### src/rtl/serial_add_pkg.sv
// Shared definitions for the bit-serial adder controller.
package serial_add_pkg;
  localparam int WIDTH_DEFAULT = 8;

  typedef enum logic [1:0] {
    IDLE = 2'd0,
    RUN  = 2'd1,
    DONE = 2'd2
  } state_t;
endpackage

### src/rtl/full_adder_bitwise.sv
// Single-bit full adder slice.
module full_adder_bitwise (
  input  logic a,
  input  logic b,
  input  logic cin,
  output logic sum,
  output logic cout
);
  assign sum  = a ^ b ^ cin;
  assign cout = (a & b) | (cin & (a ^ b));
endmodule

### src/rtl/serial_add_ctrl.sv
// Bit-serial adder: one full-adder slice walks the operands LSB-first,
// WIDTH cycles per addition, result published with a one-cycle done pulse.
module serial_add_ctrl
  import serial_add_pkg::*;
#(
  parameter int WIDTH = WIDTH_DEFAULT
) (
  input  logic             clk,
  input  logic             rst,
  input  logic             start,
  input  logic             abort,
  input  logic [WIDTH-1:0] a,
  input  logic [WIDTH-1:0] b,
  input  logic             cin,
  output logic             ready,
  output logic             done,
  output logic [WIDTH-1:0] sum,
  output logic             cout
);
  localparam int CW = $clog2(WIDTH) + 1;

  state_t           state;
  logic [WIDTH-1:0] opa, opb, res, res_next;
  logic [CW-1:0]    cnt;
  logic             carry, sbit, cnext, last;

  full_adder_bitwise u_fa (
    .a    (opa[0]),
    .b    (opb[0]),
    .cin  (carry),
    .sum  (sbit),
    .cout (cnext)
  );

  // Result register shifts right; the new sum bit enters at the MSB.
  always_comb begin
    res_next = res;
    for (int unsigned i = 1; i < WIDTH; i++) res_next[i-1] = res[i];
    res_next[WIDTH-1] = sbit;
  end

  assign last  = (cnt == CW'(WIDTH - 1));
  assign ready = (state == IDLE);

  always_ff @(posedge clk or posedge rst) begin
    if (rst) begin
      state <= IDLE;
      opa   <= '0;
      opb   <= '0;
      res   <= '0;
      carry <= 1'b0;
      cnt   <= '0;
      sum   <= '0;
      cout  <= 1'b0;
      done  <= 1'b0;
    end else begin
      done <= 1'b0;
      case (state)
        IDLE: begin
          if (start) begin
            opa   <= a;
            opb   <= b;
            carry <= cin;
            cnt   <= '0;
            state <= RUN;
          end
        end
        RUN: begin
          if (abort) begin
            state <= IDLE;
          end else begin
            opa   <= opa >> 1;
            opb   <= opb >> 1;
            carry <= cnext;
            res   <= res_next;
            cnt   <= cnt + CW'(1);
            if (last) begin
              sum   <= res_next;
              cout  <= cnext;
              done  <= 1'b1;
              state <= DONE;
            end
          end
        end
        DONE:    state <= IDLE;
        default: state <= IDLE;
      endcase
    end
  end
endmodule

### config.mk
export PLATFORM = sky130hd
export DESIGN_NAME = serial_add_ctrl
export DESIGN_NICKNAME = d
export VERILOG_FILES = /design/src/rtl/serial_add_pkg.sv /design/src/rtl/full_adder_bitwise.sv /design/src/rtl/serial_add_ctrl.sv
export SDC_FILE = /design/constraint.sdc
export NUM_CORES = 1
export LEC_CHECK = 0
export ABC_AREA = 1
export BUFFER_PORTS_ARGS = -buffer_cell sky130_fd_sc_hd__buf_2
export CORE_ASPECT_RATIO = 0.6
export CORE_MARGIN = 2
export CORE_UTILIZATION = 50
export CTS_CLUSTER_SIZE = 12
export DETAILED_ROUTE_END_ITERATION = 8
export MAX_ROUTING_LAYER = met4
export PLACE_DENSITY_LB_ADDON = 0.3
export SYNTH_ARGS = -nofsm -noshare
export SYNTH_HDL_FRONTEND = slang
export SYNTH_SLANG_ARGS = --single-unit
### constraint.sdc
create_clock -name clk -period 1.65 [get_ports clk]
set_input_delay 0.33 -clock clk [delete_from_list [all_inputs] [get_ports clk]]
set_output_delay 0.33 -clock clk [all_outputs]
set_load 0.05 [all_outputs]
======== After elaboration in Yosys (flattened, before gate mapping) ========
Cells that the tools add are included.
word-level totals
  register bits ........................... 41
  word-level logic and storage cells ...... 46
operators by class
  add/subtract/negate cells ............... 1
  eq/ne operators ......................... 5
  multiplexer cells ....................... 19
  bitwise logic cells ..................... 6
  reduce and logical (&&, ||, !) cells .... 6
operators by type and width
  cell                 number
  $mux 8               4
  $pmux 8 s2           2
  $mux 4               2
  $pmux 4 s2           1
  $mux 2               3
  $reduce_and 3->1     2
  $mux 1               5
  $add 4x1->4 const B  1
  $eq 4x3->1 const B   1
  $ne 2x2->1 const B   2
  $pmux 2 s2           1
  $reduce_and 2->1     2
  $ne 3x3->1 const B   1
  $and 1x1->1          2
  $eq 2x1->1 const B   1
  $logic_not 2->1      1
  $pmux 1 s2           1
  $reduce_bool 2->1    1
  $xor 1x1->1          2
  $not 1->1            1
  $or 1x1->1           1

======== Longest topological paths before layout ========
  depth in word-level cells ............... 5
  mapped depth ............................ 7
  mapped depth without buffers ............ 7

======== By module ========
From an unflattened synthesis, not the netlist that was laid out.
unflattened totals
  cells, all modules ...................... 203
  area, all modules ....................... 1796.7 sq um
by module, submodules not included
  module              times used  cells each  area each (sq um)  seq. area each (sq um)
  serial_add_ctrl     1           202         1776.7             1001.0
  full_adder_bitwise  1           1           20.0               0.0

======== Worst setup path after synthesis ========
No wires, ideal clock.
  path type ............................... register to register
  start ................................... register state[0]
  end ..................................... register opa[7]
  setup time .............................. 0.126 ns
  data arrival time ....................... 1.462 ns
  slack ................................... 0.062 ns
  cell stages (with the launch flop) ...... 6
  path buffers ............................ 1
  clock period less this slack ............ 1.588 ns
  cells stage by stage .................... dfrtp_1 > nor2_2 > nand2_2 > nand2_4 > buf_2 > o21ai_0
on the way
  longest elaborated chain between the ends .. 3
  elaborated cells on any way between the ends .. 7
  those cells by class .................... 3 x eq/ne; 1 x mux; 3 x reduce/logical
ends and longest elaborated chain
  item                                                                     RTL line               text
  start: declaration                                                       serial_add_ctrl.sv:22  state_t state;
  start signal: assignment                                                 serial_add_ctrl.sv:47  state <= IDLE;
  start signal: assignment                                                 serial_add_ctrl.sv:65  state <= RUN;
  start signal: assignment                                                 serial_add_ctrl.sv:70  state <= IDLE;
  $logic_not 2->1 *                                                        --
  net ready                                                                serial_add_ctrl.sv:15  output logic ready,
  $ne 2x2->1 (no source line) / $reduce_bool 2->1 (equally long branches)  --
  $reduce_and 3->1 (no source line)                                        --
  end signal: assignment                                                   serial_add_ctrl.sv:72  opa <= opa >> 1;
  end: declaration                                                         serial_add_ctrl.sv:23  logic [WIDTH-1:0] opa, opb, res, res_next;
Mark *: on every way through the listed nets, which the timed path passes. The rest lies on a longest branch.
A chain may end at the register's enable or synchronous reset.

======== Worst setup path after layout ========
  start ................................... register state[0]
  end ..................................... output port ready
on the way
  longest elaborated chain between the ends .. 1
ends and longest elaborated chain
  item              RTL line               text
  $logic_not 2->1   serial_add_ctrl.sv:43  assign ready = (state == IDLE);
  end: declaration  serial_add_ctrl.sv:15
Every way passes these cells.

==> flow_summary.rst <==
.. list-table::
   :header-rows: 1

   * - Metric
     - Value
   * - Slowest-stage cell, CP
     - dfrtp_1
   * - Total Wirelength
     - approximately 2.9 mm
   * - Cell Area, Placed
     - about 2000 um2
   * - Portion of the clock cycle consumed by the worst path in the final layout
     - 0.934
   * - Number of gates resized after cts
     - 0
   * - Most common flop cell mapped by yosys
     - dfrtp_1
   * - Maximum clock skew at final layout
     - 0.00577 ns
   * - Vert. Die Dim
     - roughly 51 um
   * - Worst voltage drop across the vdd grid
     - 0.669 mV
   * - Met1 track demand over resource in global routing
     - 0.247
   * - Worst Setup End Kind
     - output pin
   * - Proportion of netlist area held by the largest area contributor
     - 0.551
   * - Via count of the first global-routing pass
     - between 1000 and 1500
   * - Crit Path Max Fanout
     - 4
   * - Top area cells in the synthesized netlist
     - dfrtp_1 55%, nand2_1 13%, o21ai_0 9.4%
   * - Most frequent cell after synthesis
     - nand2_1
   * - Pin count of the biggest net entering global routing
     - approximately 40
   * - Drt pass-1 iters
     - 4
   * - Endpoints failing hold
     - 0
   * - CTS hold repair buffers
     - 0
   * - Vias
     - about 1300
   * - Number of max-capacitance violations reported
     - 0
   * - Post-synthesis sequential area ratio
     - 0.551
   * - Number of flops mapped to enable cells by yosys
     - 0
   * - Die span in x
     - 81.8 um
   * - Fin. max-slew vios
     - 0
   * - Routability Congestion
     - roughly 0.76
   * - Clk root buf
     - clkbuf_8
   * - Clk sinks
     - 40
   * - Setup TNS
     - 0 ns
   * - Post-synth top cells
     - 62 x nand2_1, 40 x dfrtp_1, 34 x o21ai_0
   * - Result of the run
     - finished, final reports clean
   * - Gate Count Post-Synth
     - 203
   * - Area growth syn-to-layout
     - 15.1%
   * - Initial cell density of the core
     - 0.540
   * - Number of top-level pins
     - 32
   * - Core region area
     - between 3000 and 4000 um2
   * - Total Nets Final
     - 260
   * - Ratio of total power to cell area
     - between 1000 and 1500 nW/um2
   * - CP Class
     - flip-flop to output pin
   * - Met2 track demand over resource
     - 0.238
   * - Post-layout min period
     - between 1.5 and 2 ns
   * - Max-slew headroom at the worst pin
     - 0.674
   * - Number of cells after detailed placement
     - roughly 280
   * - Max Buffers Root-to-Sink
     - 2
   * - Area of all placed cells without fillers
     - ~2100 um2
   * - HPWL reported at the end of detailed placement
     - 2.05 mm
   * - Number of setup buffers added after CTS
     - 0
   * - Count of buffers from port buffering
     - 31
   * - Top delay family on crit path
     - flip-flops
   * - WP data arrival
     - roughly 1.2 ns
   * - Fraction of final layout cells sized beyond drive strength 1
     - 0.235
   * - Busiest layer in global routing
     - met1
   * - Initial detailed-routing violation count
     - around 120
   * - Average wire per cell in the routed design
     - ~10 um
   * - Actual slew at the worst max-slew pin
     - around 0.49 ns
   * - Vias per Instance
     - 4.65
   * - Number of inserted diodes
     - 0
   * - CTS tree
     - yes
   * - Antenna violations before repair
     - 0
   * - Post-Synthesis Cell Area
     - about 1800 um2
   * - Maximum clock frequency
     - roughly 650 MHz
   * - Number of remaining DRC errors
     - 0
   * - Number of buffers added by the clock tree synthesis step
     - 5
   * - Worst-skew pair later-pin latency
     - 0.28 ns
   * - Total of endpoints with negative setup slack in the final report
     - 0
   * - Seq cells post-synth
     - 40
   * - Maximum single-stage delay on the critical path
     - ~0.44 ns
   * - Per-instance average area after synthesis
     - ~9 um2
   * - CP cell instances
     - nor2_2, buf_2
   * - Warnings from Yosys
     - 0
   * - Required time worst endpoint
     - 1.32 ns
   * - Fraction of met3 tracks used by global routing
     - 0.0540
   * - Dominant cell type by area after synthesis
     - dfrtp_1
   * - Cell Rows
     - 16
   * - Startpoint Class
     - flip-flop
   * - Clock slew seen by the registers of the worst setup and hold paths
     - 0.07 ns
   * - Layout Cells excl Fill
     - between 200 and 300
   * - GRT Total Usage
     - 0.177
   * - Total grt overflow
     - 0
   * - Post-layout total power
     - 2.60 mW
   * - Post-synthesis async set-or-reset flop share
     - 1.00
   * - Leakage dissipation
     - roughly 1.1 nW
   * - Number of levels the H-tree was split into
     - 2
   * - Synth cell types
     - 23
   * - Syn nets
     - between 200 and 250
   * - Bufs and invs on worst path
     - 1
   * - Die area
     - 4150 um2
   * - Antenna Nets Post-Route
     - 0
   * - Class of the worst hold path
     - primary input to asynchronous set/reset pin
   * - First-pass GRT wire length
     - between 5 and 6 mm
   * - Unrepaired setup endpoints after global routing
     - false
==> cells by family (layout without fill, tap and decap cells) <==
family	Yosys count	after routing	synth area share
DFF	40	40	0.551
adders and majority gates	2	2	0.0179
and+or+nand+nor	78	78	0.193
buffers and inverters	36	71	0.0895
muxes	1	1	0.00551
AOI/OAI and AO/OA	46	46	0.143
==> flip-flops by register name, summed over array words and instances (netlist names) <==
signal / flops
res: 7
cnt: 4
carry: 1
opb: 8
opa: 8
done: 1
cout: 1
sum: 8
state: 2
==> stage by stage <==
step	setup slack (ns)	util	hold WS, ns
3_5_place_dp	0.314	0.595	0.458
4_1_cts	0.0981	0.622	0.173
6_report	0.109	0.622	0.145
3_3_place_gp	0.349	0.595	0.457
2_1_floorplan	0.0623	-	0.442
5_1_grt	0.0579	0.622	0.219
==> worst reg2reg max path, delay by kind of cell (launching register included) <==
| kind | cells | cell delay, ns |
|---|---|---|
| and+or+nand+nor | 3 | 0.46 |
| DFF | 1 | 0.39 |
| buffers and inverters | 2 | 0.32 |
| AOI/OAI and AO/OA | 1 | 0.07 |
==> power breakdown <==
part           switching [mW]  internal (mW)  leakage [nW]
Sequential              0.108           1.21         0.526
Clock                   0.309          0.341        0.0455
Combinational           0.414          0.218         0.541
Total                   0.831           1.77          1.11
==> final timing paths <==
kind                       startpoint  endpoint  slack (ns)  cells past startpoint
setup / recovery             state[0]     ready        0.11                      2
hold / removal                    rst    sum[0]        0.14                      3
setup reg to reg             state[1]    opb[4]        0.33                      6
hold reg to reg                res[1]    sum[0]        0.48                      2
max in group asynchronous         rst    opb[1]        1.16                      3
min in group clk                 a[7]    opa[7]        0.30                      3
==> layout by cell type (no fill, tap or decap), drive strengths merged <==
master   n
a21oi    1
buf     35
clkbuf   8
dfrtp   40
fa       1
ha       1
inv     28
mux2i    1
nand2   66
nand3    3
nand3b   2
nor2     6
nor3b    1
o21ai   45
==> routing by layer <==
layer | wire [um] | vias to the layer above | share of wire
met1 | 1570 | 580 | 0.54
met5 | 0 | - | 0
li1 | - | 700 | -
met3 | 146 | 6 | 0.050
met2 | 1160 | 31 | 0.40
met4 | 42 | 0 | 0.014
==> final cells by class <==
type / instances / area [um2]
multi-input combinational: 127 / 653
clock buffer: 8 / 90.1
inverter: 28 / 105
timing repair buffer: 35 / 185
tap: 45 / 56.3
fill: 300 / 1270
sequential: 40 / 1000
Power figures use the tool's default switching activity.
